<file path="config.mk">
export PLATFORM = sky130hd
export DESIGN_NAME = gold_counter
export DESIGN_NICKNAME = d
export VERILOG_FILES = /design/src/rtl/gold_pkg.sv /design/src/rtl/gold_frame_timer.sv /design/src/rtl/gold_counter.sv
export SDC_FILE = /design/constraint.sdc
export NUM_CORES = 1
export LEC_CHECK = 0
export ABC_AREA = 1
export ABC_CLOCK_PERIOD_IN_PS = 1900
export CORE_MARGIN = 4
export CORE_UTILIZATION = 50
export DETAILED_ROUTE_END_ITERATION = 10
export GPL_TIMING_DRIVEN = 0
export HOLD_SLACK_MARGIN = 0.08
export PLACE_DENSITY = 0.76
export SETUP_SLACK_MARGIN = 0.4
export SYNTH_ARGS = -nofsm -noshare
export SYNTH_HDL_FRONTEND = slang
export SYNTH_HIERARCHICAL = 1
export SYNTH_SLANG_ARGS = --single-unit
export TNS_END_PERCENT = 20
</file>
<file path="constraint.sdc">
create_clock -name clk -period 1.9 [get_ports clk]
set_input_delay 0.475 -clock clk [delete_from_list [all_inputs] [get_ports clk]]
set_output_delay 0.475 -clock clk [all_outputs]
set_load 0.01 [all_outputs]
</file>
<file path="src/rtl/gold_pkg.sv">
// gold_pkg: shared widths, ceiling and FSM state type for the gold counter slice.
package gold_pkg;
   localparam int GOLD_W   = 3;
   localparam int MAX_GOLD = 4;
   typedef enum logic [1:0] {ARMED = 2'd0, HIT = 2'd1, COOLDOWN = 2'd2} gold_state_e;
endpackage

</file>
<file path="src/rtl/gold_frame_timer.sv">
// gold_frame_timer: loadable down-counter stepped by startOfFrame, with zero flag.
module gold_frame_timer #(
   parameter int W = 4,
   parameter logic [W-1:0] INIT = '0,
   parameter bit RELOAD = 1'b0,
   parameter logic [W-1:0] RELOAD_VAL = '0
) (
   input  logic         clk,
   input  logic         resetN,
   input  logic         clr,
   input  logic         load,
   input  logic [W-1:0] load_val,
   input  logic         tick,
   output logic         zero
);
   logic [W-1:0] cnt_q, cnt_d;
   assign zero = cnt_q == '0;
   always_comb
      cnt_d = clr ? INIT : load ? load_val : !tick ? cnt_q : !zero ? cnt_q - 1'b1 : RELOAD ? RELOAD_VAL : cnt_q;
   always_ff @(posedge clk or negedge resetN)
      if (!resetN) cnt_q <= INIT;
      else cnt_q <= cnt_d;
endmodule

</file>
<file path="src/rtl/gold_counter.sv">
// gold_counter: one collect per frame, saturating gold count, spend grant/refuse for the HUD.
// Define GOLD_COUNTER_DECAY_EN to lose one gold every DECAY_FRAMES frames.
module gold_counter #(
   parameter int GOLD_W          = gold_pkg::GOLD_W,
   parameter int MAX_GOLD        = gold_pkg::MAX_GOLD,
   parameter int SPEND_COST      = 2,
   parameter int COOLDOWN_FRAMES = 8,
   parameter int DECAY_FRAMES    = 600
) (
   input  logic              clk,
   input  logic              resetN,
   input  logic              startOfFrame,
   input  logic              collision_tank_gold,
   input  logic              new_game,
   input  logic              spend_req,
   output logic [GOLD_W-1:0] more_gold,
   output logic              gold_taken,
   output logic              spend_ack,
   output logic              spend_nack,
   output logic              gold_full
);
   import gold_pkg::*;
   localparam int CW = $clog2(COOLDOWN_FRAMES + 1);
   localparam logic [GOLD_W:0] MAX_V  = (GOLD_W + 1)'(MAX_GOLD);
   localparam logic [GOLD_W:0] COST_V = (GOLD_W + 1)'(SPEND_COST);
   gold_state_e state_q, state_d;
   logic [GOLD_W-1:0] count_q, count_d;
   logic [GOLD_W:0] dec, sum;
   logic gold_taken_q, spend_ack_q, spend_nack_q, gold_full_q;
   logic commit, grant, decay_step, cd_zero;
   assign commit = state_q == HIT && startOfFrame;
   assign grant  = spend_req && {1'b0, count_q} >= COST_V;
   gold_frame_timer #(.W(CW)) u_cooldown (
      .clk, .resetN, .clr(new_game), .load(commit), .load_val(CW'(COOLDOWN_FRAMES - 1)),
      .tick(startOfFrame), .zero(cd_zero)
   );
`ifdef GOLD_COUNTER_DECAY_EN
   localparam int DW = $clog2(DECAY_FRAMES + 1);
   logic decay_zero;
   gold_frame_timer #(.W(DW), .INIT(DW'(DECAY_FRAMES - 1)), .RELOAD(1'b1), .RELOAD_VAL(DW'(DECAY_FRAMES - 1))) u_decay (
      .clk, .resetN, .clr(new_game), .load(1'b0), .load_val('0), .tick(startOfFrame), .zero(decay_zero)
   );
   // a decay blocked by a collect or spend is dropped, not deferred
   assign decay_step = startOfFrame && decay_zero && count_q != '0 && !commit && !grant;
`else
   assign decay_step = 1'b0;
`endif
   always_comb begin
      dec     = grant ? COST_V : {{GOLD_W{1'b0}}, decay_step};
      sum     = {1'b0, count_q} + {{GOLD_W{1'b0}}, commit} - dec;
      count_d = new_game ? '0 : sum > MAX_V ? MAX_V[GOLD_W-1:0] : sum[GOLD_W-1:0];
      state_d = new_game ? ARMED :
                (state_q == ARMED && collision_tank_gold) ? HIT :
                commit ? COOLDOWN :
                (state_q == COOLDOWN && startOfFrame && cd_zero) ? ARMED : state_q;
   end
   always_ff @(posedge clk or negedge resetN)
      if (!resetN) begin
         state_q      <= ARMED;
         count_q      <= '0;
         gold_taken_q <= 1'b0;
         spend_ack_q  <= 1'b0;
         spend_nack_q <= 1'b0;
         gold_full_q  <= 1'b0;
      end else begin
         state_q      <= state_d;
         count_q      <= count_d;
         gold_taken_q <= commit && !new_game;
         spend_ack_q  <= grant && !new_game;
         spend_nack_q <= spend_req && !grant && !new_game;
         gold_full_q  <= {1'b0, count_d} == MAX_V;
      end
   assign more_gold  = count_q;
   assign gold_taken = gold_taken_q;
   assign spend_ack  = spend_ack_q;
   assign spend_nack = spend_nack_q;
   assign gold_full  = gold_full_q;
endmodule

</file>
Word level (Yosys, flattened, before mapping)
Index checks and enable logic that the tools add are counted.

storage, ports and cells
  flip-flop bits (word level) = 13
  input bits = 6
  output and inout bits = 7
  logic and storage cells = 43

cells by class
  add/sub/neg operators = 3
  $lt $le $gt $ge = 2
  eq/ne operators = 4
  multiplexer cells = 11
  reduce and logical (&&, ||, !) cells = 16

operators with widths
  kind                 count
  $mux 4               4
  $mux 2               5
  $logic_and 1x1->1    9
  $mux 3               2
  $add 3x1->4          1
  $gt 4x3->1 const B   1
  $logic_not 4->1      1
  $reduce_bool 4->1    1
  $sub 4x1->4 const B  1
  $sub 4x2->4          1
  $eq 3x3->1 const B   1
  $ge 3x2->1 const B   1
  $ne 3x3->1 const B   1
  $reduce_bool 3->1    1
  $eq 2x1->1 const B   1
  $eq 2x2->1 const B   1
  $logic_not 1->1      2
  $logic_not 2->1      1
  $reduce_and 2->1     1

Longest topological paths before layout
Gate-level depths: netlist of the first run.

  depth after elaboration = 8
  mapped depth = 11
  mapped depth without buffers = 11

Cells and area by module
The synthesis of the first run kept the hierarchy.

by module, submodules not included
  module            times used  cells each  area an instance (um^2)  sequential area each (um^2)
  gold_counter      1           56          467.9                    225.2
  gold_frame_timer  1           43          311.5                    100.1

Worst setup path after synthesis of the first run
No wires, ideal clock.

  path kind = input to register
  start point = in startOfFrame
  end point = reg count_q[0], in the netlist more_gold[0]
  setup time = 0.071 ns
  data arrival time = 1.667 ns
  required time = 1.829 ns
  setup slack = 0.161 ns
  cell stages on the path = 10
  path buffers = 0
  cells stage by stage = nand3_1 inv_1 ha_1 inv_1 ha_1 inv_1 or2_0 nand2_1 nand3_2 nor2_1

on the way
  longest elaborated chain between the ends = 6

RTL lines
  what                   line                source
  start, declared        gold_counter.sv:12  input logic startOfFrame,
  $logic_and 1x1->1 *    gold_counter.sv:31  assign commit = state_q == HIT && startOfFrame;
  named net commit       gold_counter.sv:30  logic commit, grant, decay_step, cd_zero;
  $add 3x1->4 *          gold_counter.sv:50  sum = {1'b0, count_q} + {{GOLD_W{1'b0}}, commit} - dec;
  $sub 4x2->4 *          gold_counter.sv:50
  $gt 4x3->1             gold_counter.sv:51  count_d = new_game ? '0 : sum > MAX_V ? MAX_V[GOLD_W-1:0] : sum[GOLD_W-1:0];
  $mux 3 * (2 in a row)  gold_counter.sv:51
  named net count_d[0]   gold_counter.sv:27  logic [GOLD_W-1:0] count_q, count_d;
  end signal, assigned   gold_counter.sv:67  count_q <= count_d;
  end, declared          gold_counter.sv:27

The timed path passes the listed nets; every way through them passes the cells marked *.
A chain may end at the register's enable or synchronous reset.

Worst setup path after layout of the first run
  start point = reg count_q[1], in the netlist more_gold[1]
  end point = reg spend_nack_q, in the netlist spend_nack

on the way
  longest elaborated chain between the ends = 5

RTL lines
  what                            line                source
  $ge 3x2->1                      gold_counter.sv:32  assign grant = spend_req && {1'b0, count_q} >= COST_V;
  $logic_and 1x1->1               gold_counter.sv:32
  $logic_not 1->1                 gold_counter.sv:70  spend_nack_q <= spend_req && !grant && !new_game;
  $logic_and 1x1->1 (2 in a row)  gold_counter.sv:70
  end signal, assigned            gold_counter.sv:70
  end, declared                   gold_counter.sv:29  logic gold_taken_q, spend_ack_q, spend_nack_q, gold_full_q;

No other way between the ends.

==> impl_metrics.ini, run 1 <==
[power]
peakVddDrop_v = 0.000859
p_leak_nw = 0.587
cellPowerDensity_mw_per_mm2 = 1540

[layout]
finish.utilization = 0.821
drive_above_1_share = 0.331
nFillCells = 85
final_common_cell = nand2_1
n_antenna_cell = 0
final_area_mm2 = 0.00113
syn_to_final_growth_pct = 45.6
final_cell_mix = nand2_1, buf_4, dfrtp_1, inv_1, clkdlybuf4s50_1
nets = 143

[outcome]
status = completed

[clock_network]
h-tree-depth = 1
hold_buffers = 0
clk_pin_slew_ns = 0.08
cts_root_buf = clkbuf_4
ctsLongestPathBuffers = 2
clk_latency_ns = 0.27
clock-sinks = 13
cts_buffers = 3
cts_tree = yes

[sta]
hold_ws_ns = 0.529
hold_viol_final = 0
relSlewSlack = 0.631
min_period_over_period = 0.892
finalMaxSlewViolations = 0
worstMarginPinSlew_ns = 0.552
rsz0062_at_grt = yes
layout_min_cycle_time_ns = 1.69
setup_viol = 0
fmax_mhz = 590
skew_ns = 0.00332

[worst_setup_path]
timing.rr.start = more_gold[1]
worstSetupPathType = flop to flop
worstPathMaxFanout = 3
required_ns = 2.11
cp-end-kind = flop
rr_endpoint = spend_nack
crit_top_cell = buf_4
r2r_slack_ns = 0.21
worstRegToRegCells = 11
worst-endpoint-arrival_ns = 1.90
crit_path_top_delay_cell = dfrtp_2
cp_cell_sequence = nor2_4 > inv_2 > buf_4 > buf_4 > buf_4 > buf_4 > buf_4 > buf_4 > buf_4 > buf_4 > nor2_1
slowest_delay_ns = 0.44
worst_setup_path_start_kind = flop

[global_routing]
grt_pass1_vias = 689
grt_max_degree = 14
grtUsageTotal = 0.169
grt_antenna_before_repair = 0
gr-total-overflow = 0
grt_pass1_wl_mm = 2.63

[die]
ios = 13
chipWidth_um = 47.5
num_rows = 13
die-height_um = 47.5
start_util = 0.564
floorplan.die_area_mm2 = 0.00225
core_area_mm2 = 0.00138

[detailed_routing]
route.vias.total = 725
post-route-drc-count = 0
routed_wl_mm = 1.83
first_pass_iters = 3
drtIter0Drc = 5
vias_per_cell = 5.00
wire_per_inst_um = 12.6
ant_nets = 0

[synthesis]
synthTopCellsByArea = dfrtp_1, nand2_1, ha_1
ys_seq_area_frac = 0.417
synthCells = 99
avgSynthCellArea_um2 = 7.87
synth_top_area_cell = dfrtp_1
yosysWarnings = 6
yosysUniqueCellTypes = 20
ys_seq_elements = 13
syn_area_um2 = 779
yosysTopAreaCellShare = 0.417

[flow_run]
cap_violations = 0

[min_path]
hold_depth = 2
hold_start = u_cooldown/cnt_q[3]
min_path_type = flop to flop
hold_end = u_cooldown/cnt_q[3]

[place]
dpl_cell_area_um2 = 962
routabilityCongestion = 0.677
hpwl_mm = 1.08
port_buffers = 12
## synth_stat cells (all sizes together)
master / number
conb: 2
nand2: 30
o21ai: 5
a21oi: 3
ha: 6
xnor2: 2
inv: 18
nand3: 9
nand4: 1
or2: 1
nor2: 9
dfrtp: 13
## registers in the layout, indices dropped and copies added (netlist names)
| register | flops |
|---|---|
| spend_ack | 1 |
| gold_taken | 1 |
| more_gold | 3 |
| state_q | 2 |
| u_cooldown/cnt_q | 4 |
| spend_nack | 1 |
| gold_full | 1 |
## metal layers
layer	GRT usage	up-vias	wire [um]
li1	-	365	-
met1	0.189	338	756
met2	0.275	18	962
met3	0.0677	4	93
met4	0.0884	0	19
met5	0	-	0
## final cells by class
type,instances,area [um^2],share of cell area
Clock buffer,4,26.3,0.0232
Tap cell,15,18.8,0.0165
Timing Repair Buffer,25,219,0.193
Multi-Input combinational cell,70,474,0.418
Sequential cell,13,327,0.288
Inverter,18,70.1,0.0617
## worst max path at each step
stage                            start      endpoint  slack [ns]  cells past startpoint
final                     more_gold[1]    spend_nack        0.21                     11
after global routing      more_gold[1]  more_gold[2]        0.13                     11
after CTS                 more_gold[2]  more_gold[1]        0.20                     11
after detailed placement  startOfFrame  more_gold[1]       -0.50                     11
after global placement    startOfFrame  more_gold[1]       -0.48                     11
after floorplan           more_gold[1]  more_gold[1]        0.24                     11
## worst max-delay path: cells and delay by family, from the launching register on
family                 cells  cell delay (ns)
AND/OR/NAND/NOR            2             0.21
flip-flops                 1             0.44
buffers and inverters      9             1.01
## metrics by stage
step,setup TNS (ns),setup WS [ns],cells,power [W]
after floorplan,0,0.240,101,0.00103
after global placement,-1.59,-0.480,128,0.00120
after detailed placement,-1.68,-0.499,128,0.00123
after CTS,0,0.198,144,0.00161
after global routing,0,0.128,145,0.00192
final,0,0.206,145,0.00175
## cell families (layout without fill, tap and decap cells)
group	Yosys count	count (layout)	share of synthesized area
xor gates and xnor gates	2	2	0.0225
DFF	13	13	0.417
other	2	4	0.00963
and+or+nand+nor	50	50	0.297
AOI/OAI and AO/OA	8	8	0.0706
adders and majority gates	6	6	0.0963
buffers and inverters	18	47	0.0867
## report_power, final
| group | total [W] | internal [W] | switching [W] | leakage (nW) |
|---|---|---|---|---|
| logic | 0.00115 | 0.000583 | 0.000567 | 0.401 |
| clock network | 0.000167 | 0.0000813 | 0.0000857 | 0.0150 |
| registers | 0.000430 | 0.000357 | 0.0000726 | 0.171 |
| total | 0.00175 | 0.00102 | 0.000725 | 0.587 |
## timing repair
action | CTS | global route
setup endpoints to repair | 15 | 12
resized for setup | 7 | 10
cloned | 0 | 0
buffers inserted | 12 | 1
pin swaps | 6 | 4
No activity file was read; power rests on OpenSTA's default activity.
==> run 2, diff against run 1 <==
ABC_CLOCK_PERIOD_IN_PS = 2000   (was 1900)
CORE_UTILIZATION = 54   (was 50)
GPL_TIMING_DRIVEN = 1   (was 0)
PLACE_DENSITY = 0.81   (was 0.76)
SETUP_SLACK_MARGIN = unset   (was 0.4)
clock period = 2 ns   (was 1.9 ns; I/O delays follow)
==> impl_metrics.ini, run 2 (synthesis gave the netlist of run 1 again) <==
[clock_network]
clk_pin_slew_ns = 0.08
clk_latency_ns = 0.28
clock-sinks = 13
cts_buffers = 3
cts_tree = yes
ctsLongestPathBuffers = 2
hold_buffers = 0
h-tree-depth = 1
cts_root_buf = clkbuf_4

[worst_setup_path]
worst_setup_path_start_kind = flop
timing.critical_path.buf_inv = 3
critPathTopFamily = simple AND/OR/NAND/NOR gates
cp-end-kind = flop
required_ns = 2.21
crit_top_cell = inv_1
worstPathMaxFanout = 3
slowest_delay_ns = 0.43
worst-endpoint-arrival_ns = 2.07
cp_cell_sequence = nor2_1 > inv_1 > nand2_2 > ha_4 > inv_2 > ha_1 > inv_1 > or2_0 > nand2_1 > nand3_2 > nor2_2
worstSetupPathType = flop to flop
crit_path_top_delay_cell = dfrtp_1

[layout]
largest_reg_flops = 4
drive_above_1_share = 0.189
nets = 135
syn_to_final_growth_pct = 30.5
nFillCells = 100
final_common_cell = nand2_1
n_antenna_cell = 0
finish.utilization = 0.763
regMostFlops = u_cooldown/cnt_q
final_cell_mix = nand2_1, inv_1, dfrtp_1, clkdlybuf4s50_1, nor2_1

[global_routing]
grt_antenna_before_repair = 0
grt_pass1_vias = 659
gr-total-overflow = 0
grt_pass1_wl_mm = 2.59
grt_max_degree = 14
grtUsageTotal = 0.176

[sta]
finalMaxSlewViolations = 0
worstMarginPinSlew_ns = 0.580
min_period_over_period = 0.933
skew_ns = 0.00355
fmax_mhz = 536
hold_viol_final = 0
layout_min_cycle_time_ns = 1.87
rsz0062_at_grt = no
setup_viol = 0
hold_ws_ns = 0.512
relSlewSlack = 0.612

[place]
hpwl_mm = 1.22
port_buffers = 12
routabilityCongestion = 0.784

[detailed_routing]
vias_per_cell = 4.82
post-route-drc-count = 0
route.vias.total = 660
wire_per_inst_um = 11.6
ant_nets = 0
first_pass_iters = 4
drtIter0Drc = 20
routed_wl_mm = 1.59

[flow_run]
cap_violations = 0

[power]
cellPowerDensity_mw_per_mm2 = 1350
p_leak_nw = 0.550
peakVddDrop_v = 0.000806

[outcome]
status = completed

[die]
start_util = 0.584
floorplan.die_area_mm2 = 0.00212
core_area_mm2 = 0.00133
ios = 13
die-height_um = 46.0
num_rows = 13
chipWidth_um = 46.0

[min_path]
min_path_type = flop to flop
## run 2: cell types whose count changed in the layout (fill, tap and decap cells not counted), sizes merged
cell / previous run / this run
dlygate4sd2: 2 / 0
clkdlybuf4s15: 1 / 0
dlymetal6s2s: 1 / 2
buf: 13 / 5
clkdlybuf4s50: 8 / 10
## run 2: tightest hold or removal path, stage by stage, from the launching register on
cell	delay (ns)
dfrtp_1	0.35
a21oi_1	0.04
nor2_1	0.09
## run 2: final timing paths
path | cells past startpoint | start | slack [ns] | endpoint
max | 11 | more_gold[1] | 0.13 | more_gold[0]
min | 2 | state_q[1] | 0.51 | state_q[1]
max reg2reg | 11 | more_gold[1] | 0.13 | more_gold[0]
min reg2reg | 2 | state_q[1] | 0.51 | state_q[1]
max in group asynchronous | 1 | resetN | 1.04 | state_q[0]
min in group asynchronous | 1 | resetN | 0.58 | spend_ack
## run 2: timing repair
item | in CTS | in global routing
hold endpoints to repair | 0 | 0
endpoints found under the setup margin | 1 | 4
resized for setup | 1 | 5
buffers inserted | 0 | 0
## run 2: layout make-up
| cell class | count | area [um^2] | area share |
|---|---|---|---|
| well taps | 15 | 18.8 | 0.0185 |
| repair buffers | 17 | 163 | 0.160 |
| clock buffers | 4 | 26.3 | 0.0258 |
| inverters | 18 | 67.6 | 0.0664 |
| multi-input cells | 70 | 417 | 0.410 |
| flip-flops and latches | 13 | 325 | 0.320 |
## run 2: stage by stage
stage / instances / area [um^2] / TNS (ns) / worst slack [ns] / power (W)
2_1_floorplan: 101 / 787 / 0 / 0.236 / 0.000943
4_1_cts: 137 / 995 / 0 / 0.0121 / 0.00134
5_1_grt: 137 / 1020 / 0 / 0.00960 / 0.00150
3_3_place_gp: 133 / 963 / -0.617 / -0.161 / 0.00113
3_5_place_dp: 133 / 963 / -0.941 / -0.294 / 0.00117
6_report: 137 / 1020 / 0 / 0.134 / 0.00137
## run 2: where the power goes
| part | internal, W | total, W | switching [W] |
|---|---|---|---|
| sequential | 0.000337 | 0.000400 | 0.0000629 |
| combinational | 0.000358 | 0.000803 | 0.000444 |
| clock | 0.0000775 | 0.000169 | 0.0000914 |
## run 2: routing by layer
metal  wire length [um]  vias to the layer above  track usage
met4                 19                        0       0.0852
met5                  0                        -            0
met1                677                      295        0.199
met2                801                       18        0.308
li1                   -                      343            -
met3                 92                        4       0.0356
==> run 3, diff against run 2 <==
PLACE_DENSITY = 0.84   (was 0.81)
==> impl_metrics.ini, run 3 (synthesis gave the netlist of run 1 again) <==
[die]
ios = 13
chipWidth_um = 46.0
core_area_mm2 = 0.00133
start_util = 0.584
die-height_um = 46.0
floorplan.die_area_mm2 = 0.00212
num_rows = 13

[power]
p_leak_nw = 0.528
cellPowerDensity_mw_per_mm2 = 1360
peakVddDrop_v = 0.000901

[worst_setup_path]
worstSetupPathType = primary input to flop
worstPathMaxFanout = 2
slowest_delay_ns = 0.48
crit_path_top_delay_cell = clkdlybuf4s50_1
cp-end-kind = flop
timing.critical_path.buf_inv = 3
critPathTopFamily = adder cells
cp_cell_sequence = clkdlybuf4s50_1 > nand2_1 > ha_4 > inv_2 > ha_1 > inv_1 > or2_0 > nand2_1 > nand3_2 > nor2_1
crit_top_cell = nand2_1
required_ns = 2.21
worst-endpoint-arrival_ns = 2.19
worst_setup_path_start_kind = primary input

[place]
routabilityCongestion = 0.740
port_buffers = 12
dp_slack_ns = -0.227
hpwl_mm = 1.22

[detailed_routing]
vias_per_cell = 4.90
ant_nets = 0
post-route-drc-count = 0
route.vias.total = 661
wire_per_inst_um = 12.2
routed_wl_mm = 1.64
first_pass_iters = 4
drtIter0Drc = 22

[global_routing]
grtUsageTotal = 0.171
grt_antenna_before_repair = 0
grt_pass1_wl_mm = 2.53
grt_pass1_vias = 648
gr-total-overflow = 0
grt_max_degree = 14

[layout]
largest_reg_flops = 4
final_common_cell = nand2_1
final_cell_mix = nand2_1, inv_1, dfrtp_1, clkdlybuf4s50_1, nor2_1
syn_to_final_growth_pct = 28.3
nFillCells = 99
drive_above_1_share = 0.175
regMostFlops = u_cooldown/cnt_q
nets = 133
n_antenna_cell = 0

[clock_network]
clock-sinks = 13
cts_buffers = 3
clk_latency_ns = 0.27
h-tree-depth = 1
ctsLongestPathBuffers = 2
post_cts_buffers = 0
cts_tree = yes
cts_root_buf = clkbuf_4
clk_pin_slew_ns = 0.08

[sta]
hold_viol_final = 0
min_period_over_period = 0.990
finalMaxSlewViolations = 0
setup_viol = 0
fmax_mhz = 505
worstMarginPinSlew_ns = 0.576
relSlewSlack = 0.615
layout_min_cycle_time_ns = 1.98
skew_ns = 0.00110
hold_ws_ns = 0.521
setup_slack_ns = 0.0198

[outcome]
status = completed

[flow_run]
cap_violations = 0

[min_path]
min_path_type = flop to flop
run 3: cell types whose count changed in the layout (fill, tap and decap cells not counted), sizes merged:
cell and change:
clkdlybuf4s50 +1, dlymetal6s2s -1, buf -2
run 3: cell type report:
| type | count | area (um^2) | share of cell area |
|---|---|---|---|
| flip-flops and latches | 13 | 325 | 0.325 |
| multi-input cells | 70 | 417 | 0.417 |
| inverters | 18 | 67.6 | 0.0676 |
| repair buffers | 15 | 145 | 0.145 |
| clock buffers | 4 | 26.3 | 0.0263 |
| well taps | 15 | 18.8 | 0.0188 |
run 3: report_power, final:
group / internal, W / leakage, nW / switching, W
registers: 0.000338 / 0.173 / 0.0000632
clock network: 0.0000773 / 0.0150 / 0.0000867
logic: 0.000348 / 0.340 / 0.000452
total: 0.000763 / 0.528 / 0.000601
run 3: final timing paths:
check | start | to | slack [ns] | depth (start not counted)
max | spend_req | more_gold[1] | 0.02 | 10
min | u_cooldown/cnt_q[0] | u_cooldown/cnt_q[0] | 0.52 | 2
max reg2reg | more_gold[1] | more_gold[1] | 0.13 | 11
min reg2reg | u_cooldown/cnt_q[0] | u_cooldown/cnt_q[0] | 0.52 | 2
max in group asynchronous | resetN | more_gold[1] | 1.04 | 1
min in group asynchronous | resetN | gold_full | 0.59 | 1
run 3: repair_timing:
item	in CTS	in global routing
hold buffers	0	0
resized for setup	0	5
endpoints found under the setup margin	0	3
run 3: tightest hold or removal path: stages, from the launching register on:
cell,delay [ns]
dfrtp_1,0.37
nand2_1,0.06
nand2_1,0.06
run 3: routing by layer:
metal | vias up | GRT usage | share of wire
met4 | 0 | 0.0852 | 0.014
met3 | 4 | 0.0356 | 0.056
met1 | 295 | 0.179 | 0.43
li1 | 339 | - | -
met2 | 23 | 0.316 | 0.50
met5 | - | 0 | 0
run 3: metrics by stage:
| stage | power, W | instances | util | area [um^2] | setup TNS [ns] |
|---|---|---|---|---|---|
| 2_1_floorplan | 0.000943 | 101 | - | 787 | 0 |
| 3_3_place_gp | 0.00111 | 131 | 0.711 | 948 | -0.648 |
| 3_5_place_dp | 0.00116 | 131 | 0.711 | 948 | -0.859 |
| 4_1_cts | 0.00133 | 135 | 0.731 | 975 | 0 |
| 5_1_grt | 0.00148 | 135 | 0.750 | 1000 | -0.193 |
| 6_report | 0.00136 | 135 | 0.750 | 1000 | 0 |
==> RTL change 1 (flow settings as in run 1) <==
Add a define of `GOLD_COUNTER_DECAY_EN`.
--- a/src/rtl/gold_counter.sv
+++ b/src/rtl/gold_counter.sv
@@ -2,2 +2,4 @@
 // Define GOLD_COUNTER_DECAY_EN to lose one gold every DECAY_FRAMES frames.
+`define GOLD_COUNTER_DECAY_EN
+
 module gold_counter #(
Formal check against the unedited RTL: no difference found for any inputs over 10 cycles, from zero or initial values and one cycle with resetN low; that may be too few to reach the edited logic, so the function may still have changed.
==> RTL change 1 against run 1 <==
- the run now ends with negative setup slack left
- worst setup slack worse by 0.85 ns
- wire length rose by 72%
- synthesized area grew 100%
- sequential cell count rose by 10
- core utilization is 16 points lower
- final area increased by 77%
- total power increased by 3.3%
- synthesized cell count increased by 120%
- maximum frequency is 33% lower
- critical path type unchanged
==> RTL change 1: results (changes against run 1) <==
[place]
dpl.hpwl_mm = 2.277  ; was 1.081 mm
place_ws_ns = -1.021  ; was -0.4994 ns
place_congestion = 0.8502  ; was 0.6768

[global_route]
grt_pass1_wl_mm = 5.595  ; was 2.628 mm
use_met2_pct = 29.81  ; was 27.54%
grt_max_degree = 24  ; was 14
grt_use_total_pct = 17.04  ; was 16.90%
grt.met1_usage_pct = 21.47  ; was 18.88%
grt_util_met3_pct = 2.988  ; was 6.767%

[route]
antenna_left = 0  ; unchanged
dr.pass1.iters = 4  ; was 3
routed-wl-met3_um = 87  ; was 93 um
routed-wl-met2_mm = 1.557  ; was 962 um
drtIter0Drc = 64  ; was 5
top_layer_used = met4  ; unchanged
drt-met1-wl_mm = 1.494  ; was 756 um
via_count = 1402  ; was 725
routedWlPerCell_um = 10.20  ; was 12.63 um

[status]
status = finished with violations  ; was completed
violations = negative setup slack

[synth]
synth_common_cells = nand2_1, inv_1, nor2_1  ; was nand2_1, inv_1, dfrtp_1
ys_seq_area_share_pct = 37.01  ; was 41.73%
ys_top_cells_by_area = dfrtp_1, nand2_1, dfstp_2, inv_1, ha_1  ; was dfrtp_1, nand2_1, ha_1, inv_1, nand3_1
async_reset_ff_share_pct = 100.0  ; unchanged
yosysWarnings = 6  ; unchanged
synth_top_flop_cell = dfrtp_1  ; unchanged
synth.distinct_cells = 26  ; was 20

[setup_path]
cp_max_fo = 4  ; was 3
cp.arrival_ns = 2.82  ; was 1.90 ns
r2r_cells = 16  ; was 11
worstReg2RegStart = u_decay/cnt_q[0]  ; was more_gold[1]
critPathCapture = more_gold[0]  ; was spend_nack

[layout]
top_register = u_decay/cnt_q  ; was u_cooldown/cnt_q
largest_reg_flops = 10  ; was 4
drive_gt1_share_pct = 21.13  ; was 33.08%
nets = 281  ; was 143

[power_and_ir_drop]
vdd_ir_drop_max_mv = 0.8478  ; was 0.8593 mV
cellLeakagePower_uw = 0.001037  ; was 0.0005874 uW

[sta]
setup_viol = 4  ; was 0
hold_slack_ns = 0.3055  ; was 0.5292 ns
worst_slack_ns = -0.6449  ; was 0.2057 ns
tightest_slew_ns = 1.052  ; was 0.5518 ns
clock_skew_ns = 0.01810  ; was 0.003322 ns
fin_tns_setup_ns = -2.340  ; was 0 ns

[clocking]
h-tree-depth = 1  ; unchanged
clock_latency_ns = 0.32  ; was 0.27 ns
clockBufferDepth = 2  ; unchanged
path_clk_slew_ns = 0.15  ; was 0.08 ns

[min_path]
holdCritPathClass = primary input to async pin  ; was register to register

## RTL change 1: cell types whose count changed in the layout (fill, tap and decap cells not counted), moves of 6 or more
cell                    run 1  this run
a21oi_1                     1        15
dfstp_2                     0         6
nor2_1                      6        20
inv_1                      10        27
nand2_1                    25        69
conb_1                      4        19
clkdlybuf4s50_1             8         2
## RTL change 1: through the flow
step | instances | cell area, um^2
after floorplan | 239 | 1659
after global placement | 295 | 1834
after detailed placement | 295 | 1834
after CTS | 307 | 1934
after global routing | 309 | 2011
final | 309 | 2011
## RTL change 1: kinds of logic (layout without fill, tap and decap cells)
logic type,count (synthesis),after routing,share of synthesized area (%)
simple gates,121,121,34.07
fa+ha+maj,9,9,7.625
flops,23,23,37.01
compound gates,29,29,10.41
xor+xnor,4,4,2.224
other cells,2,19,0.4767
buf+inv,34,60,8.181
## RTL change 1: worst min path at each step
| stage | start | endpoint | cells past startpoint |
|---|---|---|---|
| 2_1_floorplan | resetN | gold_full | 0 |
| 3_3_place_gp | u_cooldown/cnt_q[0] | u_cooldown/cnt_q[0] | 2 |
| 3_5_place_dp | u_cooldown/cnt_q[0] | u_cooldown/cnt_q[0] | 2 |
| 4_1_cts | u_cooldown/cnt_q[0] | u_cooldown/cnt_q[0] | 2 |
| 5_1_grt | resetN | u_decay/cnt_q[5] | 1 |
| 6_report | resetN | u_decay/cnt_q[7] | 1 |
## RTL change 1: power breakdown
| group | leakage, uW | switching (uW) | total, uW | internal [uW] |
|---|---|---|---|---|
| clock network | 0.0000139 | 160 | 240 | 80.4 |
| logic | 0.000733 | 518 | 914 | 395 |
| registers | 0.000290 | 66.1 | 650 | 584 |
| total | 0.00104 | 744 | 1800 | 1060 |
## RTL change 1: layout make-up
class                   instances  area (um^2)
plain buffers                   1        5.005
clock buffers                   3        22.52
clock inverters                 1        7.507
fillers                       271         1017
inverters                      33        130.1
multi-input cells             182         1011
flip-flops and latches         23        583.1
well taps                      44        55.05
repair buffers                 22        196.4
## RTL change 1: worst max-delay path, cell delays in order (launching register included)
cell and delay, ns:
dfstp_2 0.58, inv_4 0.04, ha_4 0.17, nand2_4 0.07, nor2_4 0.04, nand2_2 0.07, nor2_2 0.04, nand3_2 0.06
nor2_2 0.04, ha_1 0.29, inv_2 0.07, ha_4 0.13, fa_2 0.44, or2_1 0.23, nand2_1 0.08, nand3_2 0.07
nor2_1 0.09
## RTL change 1: timing repair
action | 4_1_cts | 5_1_grt
endpoints found under the setup margin | 25 | 36
cloned | 0 | 0
pin swaps | 10 | 7
buffers inserted | 8 | 2
endpoints found under the hold margin | 0 | 0
gates resized for setup | 19 | 27
==> RTL change 2 (settings of run 1) <==
Made on the original files. Encoding of `gold_state_e`: now one-hot (3 bits for 3 states).
--- a/src/rtl/gold_pkg.sv
+++ b/src/rtl/gold_pkg.sv
@@ -4,3 +4,3 @@
    localparam int MAX_GOLD = 4;
-   typedef enum logic [1:0] {ARMED = 2'd0, HIT = 2'd1, COOLDOWN = 2'd2} gold_state_e;
+   typedef enum logic [2:0] {ARMED = 3'b001, HIT = 3'b010, COOLDOWN = 3'b100} gold_state_e;
 endpackage
Formal check against the unedited RTL: same outputs for any inputs over 10 cycles, from zero or initial values and one cycle with resetN low; not proved beyond that.
==> RTL change 2 against run 1 <==
- clock power is 28% higher
- highest routed layer unchanged
- wire length is 9.7% lower
- core utilization is 8.2 points lower
- global-route usage is 1.1 points lower
- register-to-register slack better by 0.04 ns
- first-iteration DRC count grew to 2.6 times the old value
- final area is 0.77% lower
- worst setup slack worse by 0.021 ns
- synthesized area is 4.7% higher
- total power is 18% lower
- sequential cell count is 1 higher
- combinational power is 31% lower
- synthesized cell count is 2.0% higher
==> RTL change 2: results (changes against run 1) <==
[setup_path]
r2r_cells = 10  ; was 11
r2r_slack_ns = 0.25  ; was 0.21 ns
critPathCapture = more_gold[0]  ; was spend_nack
startpoint = more_gold[0]  ; was more_gold[1]
max_stage_delay_ns = 0.56  ; was 0.44 ns
r2r-end = gold_full  ; was spend_nack
cp_max_fo = 2  ; was 3
cp.arrival_ns = 1.24  ; was 1.90 ns

[global_route]
grt.met1_usage_pct = 18.09  ; was 18.88%
grt_use_total_pct = 15.76  ; was 16.90%
use_met2_pct = 26.52  ; was 27.54%
grt_util_met3_pct = 4.294  ; was 6.767%

[clocking]
cts_setup_buffers = 3  ; was 12
cts_resized = 13  ; was 7

[status]
status = completed  ; unchanged

[power_and_ir_drop]
switching_share_pct = 40.01  ; was 41.51%
p_seq_uw = 423  ; was 430 uW
vdd_ir_drop_max_mv = 0.8398  ; was 0.8593 mV
seqPwrFrac_pct = 29.6  ; was 24.6%
comb_power_share_pct = 55.4  ; was 65.9%

[sta]
max-slew-margin-rel_pct = 58.27  ; was 63.10%
clock_skew_ns = 0.004456  ; was 0.003322 ns

[place]
dp.cells = 131  ; was 128
dpl_cell_area_mm2 = 0.001027  ; was 962.2 um^2
place_congestion = 0.7802  ; was 0.6768
place_ws_ns = -0.4831  ; was -0.4994 ns

[layout]
fill_cells = 109  ; was 85
nets = 137  ; was 143
drive_gt1_share_pct = 29.03  ; was 33.08%

[synth]
ys_seq_area_share_pct = 43.10  ; was 41.73%
ys_top_cells_by_area = dfrtp_1, nand2_1, ha_1, inv_1, nand3_2  ; was dfrtp_1, nand2_1, ha_1, inv_1, nand3_1
synth_common_cells = nand2_1, inv_1, dfrtp_1  ; unchanged

[route]
routed-wl-met2_um = 818  ; was 962 um
dr.pass1.iters = 4  ; was 3

[RTL change 2: cell families after synthesis]
logic type	share of synthesized area [%]
DFF	43.10
adders and majority gates	9.202
buffers and inverters	8.282
and+or+nand+nor	30.68
AOI/OAI and AO/OA	5.674
other	0.9206
xor gates and xnor gates	2.148
[RTL change 2: worst min path at each step]
stage	cells after the start	slack (ns)	endpoint
2_1_floorplan	0	0.18	gold_full
5_1_grt	2	0.56	u_cooldown/cnt_q[3]
3_3_place_gp	2	0.49	u_cooldown/cnt_q[0]
4_1_cts	2	0.53	u_cooldown/cnt_q[1]
6_report	2	0.53	u_cooldown/cnt_q[3]
3_5_place_dp	2	0.51	u_cooldown/cnt_q[1]
[RTL change 2: area by class of cell]
cell class | instances | share of cell area, %
Inverter | 18 | 7.111
Tap cell | 16 | 1.778
Clock buffer | 4 | 3.222
Sequential cell | 14 | 31.22
Timing Repair Buffer | 17 | 13.56
Multi-Input combinational cell | 71 | 43.11
